==> src/rtl/mt_pkg.sv <==
// Shared types and helpers for the multitap topology sequencer.
// Pure declarations: no latency, no flow control.
// Normalisation folds illegal request combinations into one legal topology.
package mt_pkg;

    typedef enum logic [1:0] {
        MT_IDLE       = 2'd0,
        MT_WAIT_QUIET = 2'd1,
        MT_SETTLE     = 2'd2
    } mt_state_e;

    typedef struct packed {
        logic [1:0] tp;
        logic       fw;
    } mt_cfg_t;

    localparam logic [3:0] MT_A_DATA1 = 4'd1;
    localparam logic [3:0] MT_A_DATA2 = 4'd2;
    localparam logic [3:0] MT_A_CTRL1 = 4'd4;
    localparam logic [3:0] MT_A_CTRL2 = 4'd5;

    // 4-Way Play owns both ports; Team Player can only sit on one port.
    function automatic mt_cfg_t mt_normalize(input logic [1:0] tp, input logic fw);
        mt_cfg_t cfg;
        cfg.fw = fw;
        if (fw) begin
            cfg.tp = 2'b00;
        end else if (tp == 2'b11) begin
            cfg.tp = 2'b01;
        end else begin
            cfg.tp = tp;
        end
        return cfg;
    endfunction

    function automatic logic mt_is_port_addr(input logic [3:0] a);
        return (a == MT_A_DATA1) || (a == MT_A_DATA2) ||
               (a == MT_A_CTRL1) || (a == MT_A_CTRL2);
    endfunction

endpackage

==> src/rtl/mt_tick_cnt.sv <==
// CE-gated 16-bit saturating counter with sync clear and hit-on-limit flag.
// hit is combinational on the value being loaded, so a caller can act on the same edge.
// No backpressure; clear has priority over counting.
module mt_tick_cnt #(
    parameter logic [15:0] LIMIT = 16'd1
) (
    input  logic clk,
    input  logic rst,
    input  logic ce,
    input  logic en,
    input  logic clr,
    output logic hit
);

    logic [15:0] cnt_q;
    logic [15:0] cnt_nxt;

    always_comb begin
        cnt_nxt = cnt_q;
        if (clr) begin
            cnt_nxt = '0;
        end else if (en && ce && (cnt_q != 16'hFFFF)) begin
            cnt_nxt = cnt_q + 16'd1;
        end
    end

    assign hit = (cnt_nxt == LIMIT);

    always_ff @(posedge clk) begin
        if (rst) begin
            cnt_q <= '0;
        end else begin
            cnt_q <= cnt_nxt;
        end
    end

endmodule

==> src/rtl/multitap_mode_ctrl.sv <==
// Applies OSD topology requests to the multitap only while the CPU is off the pad ports.
// Latency: QUIET_CYC quiet CE ticks (or TIMEOUT_CYC ticks) to apply, then SETTLE_CYC ticks of masking.
// No backpressure: the latest request always wins until it is applied.
module multitap_mode_ctrl
    import mt_pkg::*;
#(
    parameter logic [15:0] QUIET_CYC   = 16'd2000,
    parameter logic [15:0] TIMEOUT_CYC = 16'd60000,
    parameter logic [15:0] SETTLE_CYC  = 16'd4000
) (
    input  logic       CLK,
    input  logic       RESET,
    input  logic       CE,
    input  logic [1:0] REQ_TP,
    input  logic       REQ_FW,
    input  logic       SEL,
    input  logic [3:0] A,
    output logic [1:0] TEAMPLAYER_EN,
    output logic       FOURWAY_EN,
    output logic       PAD_MASK,
    output logic       BUSY
);

    mt_state_e state_q;
    mt_state_e state_nxt;
    mt_cfg_t   target;
    mt_cfg_t   applied_q;
    logic      load_cfg;
    logic      port_access;
    logic      quiet_hit;
    logic      wait_hit;
    logic      settle_hit;
    logic      pad_mask_q;
    logic      busy_q;

    assign target      = mt_normalize(REQ_TP, REQ_FW);
    assign port_access = SEL && mt_is_port_addr(A);

    // Counters sit at zero outside their own state, so entering a state starts from 0.
    mt_tick_cnt #(.LIMIT(QUIET_CYC)) u_quiet_cnt (
        .clk (CLK),
        .rst (RESET),
        .ce  (CE),
        .en  (state_q == MT_WAIT_QUIET),
        .clr ((state_q != MT_WAIT_QUIET) || port_access),
        .hit (quiet_hit)
    );

    mt_tick_cnt #(.LIMIT(TIMEOUT_CYC)) u_wait_cnt (
        .clk (CLK),
        .rst (RESET),
        .ce  (CE),
        .en  (state_q == MT_WAIT_QUIET),
        .clr (state_q != MT_WAIT_QUIET),
        .hit (wait_hit)
    );

    mt_tick_cnt #(.LIMIT(SETTLE_CYC)) u_settle_cnt (
        .clk (CLK),
        .rst (RESET),
        .ce  (CE),
        .en  (state_q == MT_SETTLE),
        .clr (state_q != MT_SETTLE),
        .hit (settle_hit)
    );

    always_comb begin
        state_nxt = state_q;
        load_cfg  = 1'b0;
        case (state_q)
            MT_IDLE: begin
                if (target != applied_q) begin
                    state_nxt = MT_WAIT_QUIET;
                end
            end
            MT_WAIT_QUIET: begin
                // A reverted request cancels silently, even if a counter just hit.
                if (target == applied_q) begin
                    state_nxt = MT_IDLE;
                end else if (quiet_hit || wait_hit) begin
                    state_nxt = MT_SETTLE;
                    load_cfg  = 1'b1;
                end
            end
            MT_SETTLE: begin
                if (settle_hit) begin
                    state_nxt = MT_IDLE;
                end
            end
            default: begin
                state_nxt = MT_IDLE;
            end
        endcase
    end

    always_ff @(posedge CLK) begin
        if (RESET) begin
            state_q    <= MT_IDLE;
            applied_q  <= target;
            pad_mask_q <= 1'b0;
            busy_q     <= 1'b0;
        end else begin
            state_q    <= state_nxt;
            pad_mask_q <= (state_nxt == MT_SETTLE);
            busy_q     <= (state_nxt != MT_IDLE);
            if (load_cfg) begin
                applied_q <= target;
            end
        end
    end

    assign TEAMPLAYER_EN = applied_q.tp;
    assign FOURWAY_EN    = applied_q.fw;
    assign PAD_MASK      = pad_mask_q;
    assign BUSY          = busy_q;

endmodule

==> config.mk <==
export PLATFORM = sky130hd
export DESIGN_NAME = multitap_mode_ctrl
export DESIGN_NICKNAME = d
export VERILOG_FILES = /design/src/rtl/mt_pkg.sv /design/src/rtl/mt_tick_cnt.sv /design/src/rtl/multitap_mode_ctrl.sv
export SDC_FILE = /design/constraint.sdc
export NUM_CORES = 1
export LEC_CHECK = 0
export BUFFER_PORTS_ARGS = -buffer_cell sky130_fd_sc_hd__buf_2
export CORE_ASPECT_RATIO = 1.25
export CORE_MARGIN = 3
export CORE_UTILIZATION = 35
export CTS_CLUSTER_DIAMETER = 100
export DETAILED_ROUTE_END_ITERATION = 10
export GPL_TIMING_DRIVEN = 0
export PLACE_DENSITY = 0.48
export SLEW_MARGIN = 20
export SYNTH_ARGS = -nofsm -noshare
export SYNTH_HDL_FRONTEND = slang
export SYNTH_SLANG_ARGS = --single-unit
==> constraint.sdc <==
create_clock -name CLK -period 4.3 [get_ports CLK]
set_input_delay 0.215 -clock CLK [delete_from_list [all_inputs] [get_ports CLK]]
set_output_delay 0.215 -clock CLK [all_outputs]
set_load 0.05 [all_outputs]
Word level (Yosys, flattened, before mapping)
Index checks and enable logic that the tools add are counted.
- output and inout port bits: 5
- flip-flop bits (word level): 55
- multiplexer cells: 18
- $add $sub $neg: 3
- equality and inequality tests: 18
- reductions and logical operators: 14
- operators with widths (cell ; number):
    16-bit 2-to-1 mux ; 6
    16-bit by 1-bit adder with 16-bit output (second input constant) ; 3
    16-bit != test (second input constant) ; 3
    16-bit by 11-bit equality test with 1-bit output (second input constant) ; 1
    16-bit by 12-bit equality test with 1-bit output (second input constant) ; 1
    16-bit equality test (second input constant) ; 1
    2-bit 2-to-1 mux ; 6
    4-bit by 3-bit equality test with 1-bit output (second input constant) ; 2
    2-bit equality test (second input constant) ; 3
    1-bit logical AND ; 6
    3-bit 2-to-1 mux ; 2
    2-bit case mux with 3 select lines ; 1
    1-bit logical OR ; 5
    4-bit by 1-bit equality test with 1-bit output (second input constant) ; 1
    4-bit by 2-bit equality test with 1-bit output (second input constant) ; 1
    2-bit nonzero test ; 2
    3-bit equality test ; 1
    1-bit 2-to-1 mux ; 3
    3-bit != test ; 1
    2-bit by 1-bit equality test with 1-bit output (second input constant) ; 1
    2-bit zero test ; 1
    2-bit by 1-bit != test with 1-bit output (second input constant) ; 1
    2-bit != test (second input constant) ; 1

Depth between registers and ports, before layout
- depth after elaboration: 14
- depth in mapped cells: 11
- depth with buffers taken out: 8

Modules after synthesis
Synthesis repeated with hierarchy kept, for this count alone.
- cell total of the unflattened synthesis: 386
- area, all modules: 3273.1 um^2
- modules (own cells, without submodules) (module ; cells each ; times used ; seq. area each (um^2) ; area an instance (um^2)):
    mt_tick_cnt (u_settle_cnt) ; 122 ; 1 ; 320.3 ; 998.5
    mt_tick_cnt (u_quiet_cnt) ; 120 ; 1 ; 320.3 ; 985.9
    mt_tick_cnt (u_wait_cnt) ; 112 ; 1 ; 320.3 ; 937.1
    multitap_mode_ctrl ; 32 ; 1 ; 170.2 ; 351.6

Least setup slack after synthesis
Ideal clock, no wire load.
- kind: reg2reg
- from: reg state_q[1]
- to: reg applied_q, in the netlist FOURWAY_EN (enable)
- arrival: 2.296 ns
- required time: 3.974 ns
- setup time: 0.326 ns
- cell stages (with the launch flop): 9
- path slack: 1.678 ns
- clock period less this slack: 2.622 ns
- buffers on the path: 1
- cell sequence: dfxtp_1 > and2b_2 > buf_6 > o41ai_2 > or4b_1 > or4_1 > nor4_2 > a22oi_1 > o21bai_1
- longest elaborated chain between the ends: 11
- elaborated cells on any way between the ends: 17
- those cells by class: eq/ne (4); mux (7); reduce/logical (6)
- ends and longest elaborated chain (element ; line ; source):
    start: declaration ; multitap_mode_ctrl.sv:24 ; mt_state_e state_q;
    start signal: assignment ; multitap_mode_ctrl.sv:103 ; state_q <= state_nxt;
    2-bit by 1-bit equality test with 1-bit output ; multitap_mode_ctrl.sv:44, multitap_mode_ctrl.sv:53, multitap_mode_ctrl.sv:70 ;
    1-bit logical AND (2 in a row) ; mt_tick_cnt.sv:22 ; end else if (en && ce && (cnt_q != 16'hFFFF)) begin
    16-bit 2-to-1 mux ; mt_tick_cnt.sv:22 ;
    16-bit 2-to-1 mux ; mt_tick_cnt.sv:20 ; if (clr) begin
    16-bit by 11-bit equality test with 1-bit output or 16-bit equality test (tied branches) ; mt_tick_cnt.sv:27 ; assign hit = (cnt_nxt == LIMIT);
    1-bit logical OR ; multitap_mode_ctrl.sv:80 ; end else if (quiet_hit || wait_hit) begin
    1-bit 2-to-1 mux ; multitap_mode_ctrl.sv:80 ;
    1-bit 2-to-1 mux ; multitap_mode_ctrl.sv:78 ; if (target == applied_q) begin
    1-bit 2-to-1 mux * ; multitap_mode_ctrl.sv:70 ; case (state_q)
    2-bit nonzero test (no line) * ; -- ;
    end signal: assignment ; multitap_mode_ctrl.sv:99 ; applied_q <= target;
    end signal: assignment ; multitap_mode_ctrl.sv:107 ; applied_q <= target;
    end: declaration ; multitap_mode_ctrl.sv:27 ; mt_cfg_t applied_q;
Mark *: on every way between the ends. The rest lies on a longest branch, timed or not.
A chain may end at the register's enable or synchronous reset.

Worst setup path after layout
- from: reg u_wait_cnt.cnt_q[1]
- to: reg applied_q, in the netlist TEAMPLAYER_EN[1] (enable)
- longest elaborated chain between the ends: 10
- elaborated cells on any way between the ends: 11
- those cells by class: add/sub (1); eq/ne (2); mux (5); reduce/logical (3)
- ends and longest elaborated chain (element ; line ; source):
    start: declaration ; mt_tick_cnt.sv:15 ; logic [15:0] cnt_q;
    start signal: assignment ; mt_tick_cnt.sv:33 ; cnt_q <= cnt_nxt;
    parallel branches: the longest is 2 deep, another holds 16-bit by 1-bit adder with 16-bit output ; -- ;
    16-bit 2-to-1 mux * ; mt_tick_cnt.sv:22 ;
    16-bit 2-to-1 mux * ; mt_tick_cnt.sv:20 ;
    16-bit equality test * ; mt_tick_cnt.sv:27 ;
    1-bit logical OR * ; multitap_mode_ctrl.sv:80 ;
    1-bit 2-to-1 mux * ; multitap_mode_ctrl.sv:80 ;
    1-bit 2-to-1 mux * ; multitap_mode_ctrl.sv:78 ;
    1-bit 2-to-1 mux * ; multitap_mode_ctrl.sv:70 ;
    2-bit nonzero test (no line) * ; -- ;
Every way passes the cells marked *.

==> run_results.csv <==
group,metric,value,unit
route,ant_nets,0,
setup_path,r2r_slack,970,ps
power_and_ir_drop,p_seq_share,52.4,%
clock_network,insertion_delay,300,ps
die,io_pins,16,
setup_path,critical_path_class,"flop to flop",
route,drt_pre_antenna_iters,4,
route,num_vias,3143,
timing,min_period,3330,ps
setup_path,startpoint_type,"flop",
setup_path,crit_required,4280,ps
clock_network,cts.path.max_buffers,2,
final_layout,mostFrequentLayoutCells,"dfxtp_1, nor2_1, nand2_1",
global_routing,grt_pass1_vias,3001,
die,start_util,36.7,%
global_routing,track_usage,17.1,%
clock_network,postCtsResizedCells,0,
logic_synthesis,synth_area_per_cell,8.03,um^2
logic_synthesis,ys_warn_count,0,
route,wire_per_inst,15.2,um
power_and_ir_drop,power_frac_comb,6.6,%
timing,finalMaxSlewViolations,0,
die,fp-row-count,39,
power_and_ir_drop,p_per_area,264,nW/um^2
power_and_ir_drop,p_leak,1.16,nW
place,hpwl,6.60,mm
outcome,outcome,"finished, final reports clean",
power_and_ir_drop,switching_share,24.5,%
logic_synthesis,ys_seq_area_share,33.1,%
clock_network,cts_made_buffers,5,
power_and_ir_drop,finalPower,0.998,mW
global_routing,grt_overflow,0,
place,place_congestion,0.846,
timing,max_slew.worst_pin.slew,728,ps
place,port_buffers,15,
timing,rsz0062_at_grt,"no",
setup_path,crit_start,"u_wait_cnt.cnt_q[1]",
logic_synthesis,postSynthCellCount,426,
timing,max_freq,300,MHz
timing,skew,6.46,ps
power_and_ir_drop,switching_power,0.245,mW
setup_path,crit_fanout,7,
setup_path,r2r_start,"u_wait_cnt.cnt_q[1]",
die,core_region_area,9320,um^2
setup_path,critical_path_arrival,3310,ps
clock_network,post-cts-setup-buffers,0,
global_routing,antenna_found_initial,0,
die,die_height,117,um
route,drtIter0Drc,149,
power_and_ir_drop,clkPwrFrac,41.0,%
power_and_ir_drop,intPower,0.753,mW
final_layout,drive_gt1_share,10.9,%
clock_network,cts_tree,"yes",
die,die-width,94.4,um
power_and_ir_drop,ir_worst_vdd,0.000175,V
global_routing,grt_pass1_wl,14.9,mm
clock_network,cts.clk_slew.worst_paths,70,ps
timing,finalCritPeriodShare,77.5,%
logic_synthesis,synth_seq_cells,55,
clock_network,cts_max_level,2,
final_layout,nNetsFinal,462,
route,drt-total-wl,8.72,mm
clock_network,cts_sinks,55,
logic_synthesis,yosysUniqueCellTypes,64,
timing,hold_viol,0,
setup_path,crit_path_end,"TEAMPLAYER_EN[1]",
final_layout,antennaDiodeCount,0,
job,max-cap-violations,0,
logic_synthesis,synthFlopType,"dfxtp_1",
setup_path,end_kind,"flop",
logic_synthesis,async_flop_share,0,%
timing,fin_tns_setup,0,ps
logic_synthesis,syn_nets,440,
route,drc,0,
logic_synthesis,synth-edff-count,3,
setup_path,r2r_cells,8,
die,dieArea,11000,um^2
clock_network,cts-root-buf,"clkbuf_16",
setup_path,r2r_end,"TEAMPLAYER_EN[1]",
hold_path,hold_class,"primary input to flop",
route,via_per_inst,5.49,
global_routing,grt_start_max_net_pins,17,
clock_network,cts_hold_buffers,0,
final_layout,synthToLayoutAreaGrowth,10.8,%
logic_synthesis,syn_area,3420,um^2
timing,relSlewSlack,51.0,%
timing,setup_viol,0,
==> kinds of logic (layout without fill, tap and decap cells) <==
group | count (synthesis) | after routing | synth area share (%)
XOR/XNOR | 32 | 32 | 8.20
flip-flops | 55 | 55 | 33.1
buffers and inverters | 33 | 56 | 3.99
AND/OR/NAND/NOR | 226 | 226 | 36.9
adder cells (fa/ha/maj) | 3 | 3 | 1.10
multiplexers | 10 | 10 | 3.00
AO/OA/AOI/OAI | 67 | 67 | 13.7
==> power by group through the flow <==
stage          logic, mW  clock network, mW  registers, mW
6_report          0.0655              0.410          0.523
2_1_floorplan     0.0336                  0          0.545
3_5_place_dp      0.0659                  0          0.536
5_1_grt           0.0722              0.442          0.524
4_1_cts           0.0664              0.423          0.523
3_3_place_gp      0.0660                  0          0.535
==> state kept, by name, indices dropped and copies added, names as in the netlist <==
register,count
u_quiet_cnt.cnt_q,16
u_settle_cnt.cnt_q,16
u_wait_cnt.cnt_q,16
TEAMPLAYER_EN,2
state_q,2
BUSY,1
FOURWAY_EN,1
PAD_MASK,1
==> how the worst min path moves through the flow <==
stage           start  slack, ps  depth (start not counted)                   to
3_5_place_dp   REQ_FW        460                          1           FOURWAY_EN
6_report       REQ_FW        150                          1           FOURWAY_EN
2_1_floorplan   RESET        280                          1  u_wait_cnt.cnt_q[1]
3_3_place_gp   REQ_FW        460                          1           FOURWAY_EN
4_1_cts        REQ_FW        150                          1           FOURWAY_EN
5_1_grt        REQ_FW        160                          1           FOURWAY_EN
==> cells in the mapped netlist (4+ instances only) <==
library cell  instances  area [um^2]
and4_1                7         61.3
inv_1                13         48.8
or4_1                 4         30.0
and2_1                4         25.0
nor2b_1               4         25.0
clkbuf_1             14         52.6
and3_1               12         75.1
nor4_1               12         75.1
xor2_1               10         87.6
dfxtp_1              52         1040
nor3b_1               4         30.0
nor3_1               19         95.1
a31oi_1               4         25.0
nor2_1               52          195
nand2b_1              7         43.8
xnor2_1              22          193
o21ai_0              14         70.1
mux2i_1               8         80.1
nand4_1              20          125
nand3_1              21          105
a21oi_1              14         70.1
o31ai_1               6         45.0
nand2_1              31          116
or3_1                 8         50.1
==> per-layer routing <==
metal / vias up / GRT usage (%) / routed length [um]
met3: 5 / 2.71 / 300
met4: 0 / 5.20 / 104
met2: 58 / 28.8 / 4170
li1: 1613 / - / -
met5: - / 0 / 0
met1: 1467 / 22.6 / 4150
==> through the flow <==
step	area (um^2)	setup slack [ps]	cells	util (%)	hold slack (ps)
2_1_floorplan	3420	1680	426	-	284
3_3_place_gp	3650	993	564	39.1	459
3_5_place_dp	3650	957	564	39.1	462
4_1_cts	3790	945	572	40.6	151
5_1_grt	3790	575	572	40.6	158
6_report	3790	968	572	40.6	155
==> worst max-delay path, cell delays in order, from the launching register on <==
cell and delay (ps):
dfxtp_1 450, ha_1 320, nand4_1 310, o41ai_2 610, o21a_1 240, o211ai_1 170, nor4b_1 360, a22oi_1 220
o21bai_1 320
==> layout make-up <==
| cell class | count | area (um^2) |
|---|---|---|
| timing repair buffer | 15 | 75.1 |
| clock buffer | 5 | 125 |
| inverter | 13 | 48.8 |
| clock inverter | 3 | 15.0 |
| multi-input combinational | 338 | 2150 |
| sequential | 55 | 1130 |
| buffer | 20 | 87.6 |
| tap | 123 | 154 |
| fill | 958 | 5530 |
Note: power is estimated with default switching activity, not from simulation.
